$ cat src/rtl/dequantizer_pipe.sv
// Two-stage int8 -> ACC_WIDTH dequantizer: (q - zp) * scale with round-half-up and saturation.
// Stage 1 registers the zero-point difference and a scale snapshot. Stage 2 registers the result.
module dequantizer_pipe #(
  parameter int unsigned LANES       = 4,
  parameter int unsigned ACC_WIDTH   = 32,
  parameter int unsigned M0_WIDTH    = 32,
  parameter int unsigned FIXED_SHIFT = 16
) (
  input  logic                       clk,
  input  logic                       rst,
  input  logic                       cfg_we,
  input  logic [M0_WIDTH-1:0]        cfg_scale,
  input  logic [7:0]                 cfg_zp,
  input  logic                       in_valid,
  output logic                       in_ready,
  input  logic [LANES*8-1:0]         in_data,
  output logic                       out_valid,
  input  logic                       out_ready,
  output logic [LANES*ACC_WIDTH-1:0] out_data,
  output logic [LANES-1:0]           out_sat,
  output logic [15:0]                sat_count
);

  localparam int unsigned PW = M0_WIDTH + 9;
  localparam int unsigned DW = LANES * 9;
  localparam logic [M0_WIDTH-1:0]  SCALE_ONE = M0_WIDTH'(1) << FIXED_SHIFT;
  localparam logic signed [PW-1:0] RND       = PW'(1) << (FIXED_SHIFT - 1);
  localparam logic signed [PW-1:0] ACC_MAX   = (PW'(1) << (ACC_WIDTH - 1)) - PW'(1);
  localparam logic signed [PW-1:0] ACC_MIN   = -ACC_MAX - PW'(1);

  logic [M0_WIDTH-1:0]        scale_q, scale_d;
  logic [7:0]                 zp_q, zp_d;
  logic                       s1_valid_q, s1_valid_d;
  logic [DW-1:0]              s1_diff_q, s1_diff_d;
  logic [M0_WIDTH-1:0]        s1_scale_q, s1_scale_d;
  logic                       s2_valid_q, s2_valid_d;
  logic [LANES*ACC_WIDTH-1:0] out_data_q, out_data_d;
  logic [LANES-1:0]           out_sat_q, out_sat_d;
  logic [15:0]                sat_count_q, sat_count_d;

  logic                       s2_adv_c;
  logic [LANES*ACC_WIDTH-1:0] res_c;
  logic [LANES-1:0]           sat_c;
  logic [16:0]                pop_c;
  logic [16:0]                sum_c;

  assign s2_adv_c  = !s2_valid_q || out_ready;
  assign in_ready  = !s1_valid_q || s2_adv_c;
  assign out_valid = s2_valid_q;
  assign out_data  = out_data_q;
  assign out_sat   = out_sat_q;
  assign sat_count = sat_count_q;

  // Per-lane multiply, round half up, arithmetic shift and clip
  for (genvar g = 0; g < LANES; g++) begin : g_lane
    logic signed [PW-1:0] prod;
    logic signed [PW-1:0] rnd;
    logic signed [PW-1:0] shf;
    logic                 hi;
    logic                 lo;
    assign prod = PW'($signed(s1_diff_q[9*g +: 9])) * PW'($signed(s1_scale_q));
    assign rnd  = prod + RND;
    assign shf  = rnd >>> FIXED_SHIFT;
    assign hi   = shf > ACC_MAX;
    assign lo   = shf < ACC_MIN;
    assign res_c[ACC_WIDTH*g +: ACC_WIDTH] = hi ? ACC_WIDTH'(ACC_MAX) :
                                             lo ? ACC_WIDTH'(ACC_MIN) : ACC_WIDTH'(shf);
    assign sat_c[g] = hi || lo;
  end

  always_comb begin
    pop_c = '0;
    for (int i = 0; i < LANES; i++) begin
      pop_c = pop_c + 17'(out_sat_q[i]);
    end
    sum_c = 17'(sat_count_q) + pop_c;
  end

  always_comb begin
    scale_d     = scale_q;
    zp_d        = zp_q;
    s1_valid_d  = s1_valid_q;
    s1_diff_d   = s1_diff_q;
    s1_scale_d  = s1_scale_q;
    s2_valid_d  = s2_valid_q;
    out_data_d  = out_data_q;
    out_sat_d   = out_sat_q;
    sat_count_d = sat_count_q;

    if (cfg_we) begin
      scale_d = cfg_scale;
      zp_d    = cfg_zp;
    end

    // Accepted beats capture the pre-update config
    if (in_ready) begin
      s1_valid_d = in_valid;
      if (in_valid) begin
        s1_scale_d = scale_q;
        for (int i = 0; i < LANES; i++) begin
          s1_diff_d[9*i +: 9] = {in_data[8*i+7], in_data[8*i +: 8]} - {zp_q[7], zp_q};
        end
      end
    end

    if (s2_adv_c) begin
      s2_valid_d = s1_valid_q;
      if (s1_valid_q) begin
        out_data_d = res_c;
        out_sat_d  = sat_c;
      end
    end

    if (s2_valid_q && out_ready) begin
      sat_count_d = sum_c[16] ? 16'hFFFF : sum_c[15:0];
    end
  end

  always_ff @(posedge clk or posedge rst) begin
    if (rst) begin
      scale_q     <= SCALE_ONE;
      zp_q        <= '0;
      s1_valid_q  <= 1'b0;
      s1_diff_q   <= '0;
      s1_scale_q  <= '0;
      s2_valid_q  <= 1'b0;
      out_data_q  <= '0;
      out_sat_q   <= '0;
      sat_count_q <= '0;
    end else begin
      scale_q     <= scale_d;
      zp_q        <= zp_d;
      s1_valid_q  <= s1_valid_d;
      s1_diff_q   <= s1_diff_d;
      s1_scale_q  <= s1_scale_d;
      s2_valid_q  <= s2_valid_d;
      out_data_q  <= out_data_d;
      out_sat_q   <= out_sat_d;
      sat_count_q <= sat_count_d;
    end
  end

endmodule

$ cat config.mk
export PLATFORM = sky130hd
export DESIGN_NAME = dequantizer_pipe
export DESIGN_NICKNAME = d
export VERILOG_FILES = /design/src/rtl/dequantizer_pipe.sv
export SDC_FILE = /design/constraint.sdc
export NUM_CORES = 2
export LEC_CHECK = 0
export CORE_AREA = 10 10 328 330
export DETAILED_ROUTE_END_ITERATION = 8
export DIE_AREA = 0 0 338 340
export GPL_ROUTABILITY_DRIVEN = 0
export PLACE_DENSITY = 0.66
export REMOVE_ABC_BUFFERS = 1
export SYNTH_ARGS = -nofsm -noshare
export SYNTH_HDL_FRONTEND = slang
export SYNTH_SLANG_ARGS = --single-unit
$ cat constraint.sdc
create_clock -name clk -period 8.7 [get_ports clk]
set_clock_uncertainty 0.1 [all_clocks]
set_input_delay 2.175 -clock clk [delete_from_list [all_inputs] [get_ports clk]]
set_output_delay 2.175 -clock clk [all_outputs]
set_load 0.05 [all_outputs]
Word level (Yosys, flattened, before mapping)
Cells that the tools add are included.

$add $sub $neg: 12. Multiply operators: 4. Magnitude comparators: 8. Muxes and demuxes: 9. Reduce and logical (&&, ||, !) cells: 11.

Operators by type and width (count): 32-bit 2-to-1 mux (8); 41-bit by 17-bit adder with 41-bit output, second input constant (4); 9-bit by 32-bit multiplier with 41-bit output (4); 25-bit by 32-bit > comparator with 1-bit output, second input constant (4); 25-bit by 32-bit less-than comparator with 1-bit output, second input constant (4); 8-bit by 8-bit subtractor with 9-bit output (4); 16-bit by 4-bit adder with 17-bit output (1); 16-bit 2-to-1 mux (1); 1-bit logical OR (6); 3-bit by 1-bit adder with 4-bit output (1); 2-bit AND reduction (2); 2-bit by 1-bit adder with 3-bit output (1); 1-bit by 1-bit adder with 2-bit output (1); 1-bit zero test (2); 1-bit logical AND (1).

Bits in registers: 258. Input bits: 77. Output and inout port bits: 150. Word-level logic and storage cells: 53.

Depth between registers and ports, before layout
Word-level depth: 5. Depth in mapped cells: 23. Mapped depth without buffers: 20.

Worst setup path after synthesis
OpenSTA, ideal clock, no wires.

Path kind: reg2reg. Start: register s1_scale_q[14]. End: register out_data_q[94], in the netlist out_data[94]. Setup time: 0.070 ns. Arrival: 5.575 ns. Data required time: 8.530 ns. Slack: 2.956 ns. Cell stages (with the launch flop): 20. Path buffers: 2. Clock period less this slack: 5.744 ns. Cells stage by stage: dfrtp_1 -> clkbuf_1 -> clkbuf_1 -> nand2_1 -> fa_1 -> inv_1 -> fa_1 -> fa_1 -> fa_1 -> fa_1 -> ha_1 -> a21oi_1 -> o21ai_0 -> a211o_1 -> o211a_1 -> o31a_4 -> a41oi_4 -> a2111oi_2 -> or4_1 -> nand3_1.

Cells in the longest elaborated chain, start to end: 5. Elaborated cells on any way between the ends: 6. Classes of those cells: add/sub: 1; mul: 1; order compare: 2; mux: 2.

Ends and longest elaborated chain: from (decl) (RTL line 35) `logic [M0_WIDTH-1:0] s1_scale_q, s1_scale_d;`; from (signal assigned) (RTL line 135) `s1_scale_q <= s1_scale_d;`; 9-bit by 32-bit multiplier with 41-bit output * (RTL line 61) `assign prod = PW'($signed(s1_diff_q[9*g +: 9])) * PW'($signed(s1_scale_q));`; 41-bit by 17-bit adder with 41-bit output * (RTL line 62) `assign rnd = prod + RND;`; 25-bit by 32-bit less-than comparator with 1-bit output (RTL line 65) `assign lo = shf < ACC_MIN;`; 32-bit 2-to-1 mux (RTL line 67) `lo ? ACC_WIDTH'(ACC_MIN) : ACC_WIDTH'(shf);`; 32-bit 2-to-1 mux * (RTL line 66) `assign res_c[ACC_WIDTH*g +: ACC_WIDTH] = hi ? ACC_WIDTH'(ACC_MAX) :`; to (signal assigned) (RTL line 137) `out_data_q <= out_data_d;`; to (decl) (RTL line 37) `logic [LANES*ACC_WIDTH-1:0] out_data_q, out_data_d;`.

Mark *: on every way between the ends. The rest lies on a longest branch, timed or not. A chain may end at the register's enable or synchronous reset.

Worst setup path in the final report
Start: register s1_diff_q[5]. End: register out_data_q[20], in the netlist out_data[20].

Cells in the longest elaborated chain, start to end: 5. Elaborated cells on any way between the ends: 6. Classes of those cells: add/sub: 1; mul: 1; order compare: 2; mux: 2.

Ends and longest elaborated chain: from (decl) (RTL line 34) `logic [DW-1:0] s1_diff_q, s1_diff_d;`; from (signal assigned) (RTL line 134) `s1_diff_q <= s1_diff_d;`; 9-bit by 32-bit multiplier with 41-bit output * (RTL line 61); 41-bit by 17-bit adder with 41-bit output * (RTL line 62); 25-bit by 32-bit less-than comparator with 1-bit output (RTL line 65); 32-bit 2-to-1 mux (RTL line 67); 32-bit 2-to-1 mux * (RTL line 66).

Marked as above.

==> results.yml <==
floorplanning:
  core-area_um2: 101000
  initial_utilization: 0.445
  die_w_um: 338
  rows: 117
  die_y_um: 340
  ios: 227
  die-area_um2: 115000
synthesis:
  synth_edf_count: 0
  synth_top_area_share: 0.411
  syn_avg_cell_area_um2: 9.65
  seq_area_frac_synth: 0.128
  synth_warnings: 0
  synth-async-reset-ratio: 1.00
  synth_cells: 4667
  synth_ff_type: "dfrtp_1"
  yosysTopAreaCell: "fa_1"
  ys_ff_latch: 230
  yosysUniqueCellTypes: 79
  ys_top_cells_by_area: "fa_1 (41%), dfrtp_1 (13%), ha_1 (9.7%)"
  syn_area_um2: 45000
cts:
  cts_buffer_depth: 3
  cts_buffers: 30
  post_cts_buffers: 0
  ctsHoldBuffers: 0
  h-tree-depth: 1
  cts.clk_slew.worst_paths_ps: 60
  cts_tree: "done"
  clock-sinks: 230
  clock_tree.root_cell: "clkbuf_16"
  cts_resized: 0
  clock_latency_ps: 650
critical_path:
  crit_type: "reg2reg"
  worst_setup_path_start_kind: "register"
  cp-end-kind: "register"
  worstReg2RegEnd: "out_data[20]"
  rr_startpoint: "s1_diff_q[5]"
  arrival_ps: 7350
  reg2regPathDepth: 17
  r2r_setup_slack_ps: 1820
  critical_path.max_fanout: 23
  cp.required_ps: 9170
final_layout:
  stdcell_count: 6104
  multi_input_area_um2: 35600
  num-fill-cells: 9420
  final_cell_mix: "fa_1 (925), inv_1 (647), nand2_1 (622)"
  area_growth_pct: 9.90
  mostFrequentLayoutCell: "fa_1"
  num_antenna_cells: 0
  drive_above_1_share: 0.0517
  seq_area_um2: 5760
  fin_nets: 6063
timing:
  fin_tns_setup_ps: 0
  maxSlewHeadroom: 0.249
  rsz0062_at_grt: "false"
  clock.fmax_mhz: 145
  hold_viol: 0
  drv_slew: 0
  min_period_ps: 6880
  fin_crit_sh: 0.790
  tightestPinTransition_ps: 1130
  setup-violations-final: 0
grt:
  grt_pass1_vias: 35000
  grt-ovfl-total: 0
  grt_usage: 0.202
  grt_max_degree: 136
  antenna_found_initial: 2
  grt_pass1_wl_um: 187000
min_path:
  whs_path_depth: 1
  hold_start: "sat_count[0]"
  holdPathEnd: "sat_count[0]"
  min_path_type: "reg2reg"
placed_design:
  hpwlAfterDp_um: 87600
  port_buffers: 222
  place_inst: 6048
drt:
  drc: 0
  viasPerCell: 5.21
  dr.first_iter.drc_count: 1532
  dr.pass1.iters: 5
  drtAntennaViolNets: 0
  wirelength_um: 112000
  vias: 31800
  wl_per_cell_um: 18.4
outcome:
  status: "completed"
flow_run:
  maxCapViolations: 0
metrics by stage:
step | hold slack (ps) | setup slack, ps | util | cell area (um^2)
global placement | 352 | 2060 | 0.479 | 48400
detailed placement | 360 | 1940 | 0.479 | 48400
global route | 407 | 1490 | 0.489 | 49500
finish | 373 | 1820 | 0.489 | 49500
CTS | 383 | 1920 | 0.489 | 49500
floorplan | 371 | 122 | - | 43800
cells by family (layout without fill, tap and decap cells):
| logic type | Yosys count | after routing | share of synthesized area |
|---|---|---|---|
| adder cells (fa/ha/maj) | 1274 | 1274 | 0.508 |
| AND/OR/NAND/NOR | 1545 | 1545 | 0.173 |
| XOR/XNOR | 131 | 131 | 0.0255 |
| flip-flops | 230 | 230 | 0.128 |
| multiplexers | 68 | 68 | 0.0169 |
| buffers and inverters | 953 | 1016 | 0.0819 |
| other | 1 | 7 | 0.0000833 |
| AO/OA/AOI/OAI | 465 | 465 | 0.0669 |
cell usage after synthesis (10+ instances only):
cell	n
o31ai_1	16
nand2_1	624
or3_1	12
a31oi_1	11
o21a_1	12
nand2b_1	53
o21ai_0	157
and2_1	594
o21ai_1	11
nor3_1	14
clkbuf_1	266
dfrtp_1	229
xnor2_1	87
o211ai_1	11
nor2b_1	16
a211oi_1	10
a21oi_1	87
fa_1	925
o21bai_1	11
and3_1	13
xor2_1	44
mux2_2	66
inv_1	648
nand3_1	32
a21o_1	70
ha_1	349
buf_4	29
nand4_1	14
nor2_1	132
critical path, stage by stage, from the launching register on:
cell and delay (ps):
dfrtp_1 1030, buf_4 330, and2_1 170, fa_1 450, fa_1 570, fa_1 430
fa_1 510, fa_1 420, ha_1 360, a21oi_1 190, o211ai_1 110, nor3_1 280
o22ai_2 190, a21oi_1 400, o21ai_0 420, a21o_1 300, a2111oi_0 380, nand3b_1 150
state kept, by name (all words and copies together) (netlist names):
name,cells
out_data,104
s1_valid_q,1
scale_q,32
s1_diff_q,36
out_valid,1
sat_count,16
s1_scale_q,32
zp_q,8
routing by layer:
metal,wire (um),GRT usage,part of all wire,up-vias
li1,-,-,-,14400
met1,46500,0.259,0.41,16400
met2,55500,0.344,0.49,776
met3,6970,0.0376,0.062,160
met4,3530,0.0610,0.031,2
met5,8,0,0.000071,-
worst max path at each step:
stage,startpoint,to,slack [ps],cells after the start
3_5_place_dp,s1_diff_q[5],out_data[20],1940,17
4_1_cts,s1_diff_q[5],out_data[20],1920,17
3_3_place_gp,s1_scale_q[2],out_data[63],2060,18
6_report,s1_diff_q[5],out_data[20],1820,17
5_1_grt,s1_scale_q[2],out_data[20],1490,17
2_1_floorplan,rst,out_data[0],120,1
layout make-up:
class | instances | area share
well taps | 1368 | 0.0346
flip-flops and latches | 230 | 0.116
clock buffers | 37 | 0.0165
multi-input cells | 3490 | 0.720
repair buffers | 312 | 0.0587
inverters | 648 | 0.0493
clock inverters | 19 | 0.00463
Power is left out: the tool's default activity adds up to more than one toggle a clock period on the data nets, which glitch-free logic cannot reach.
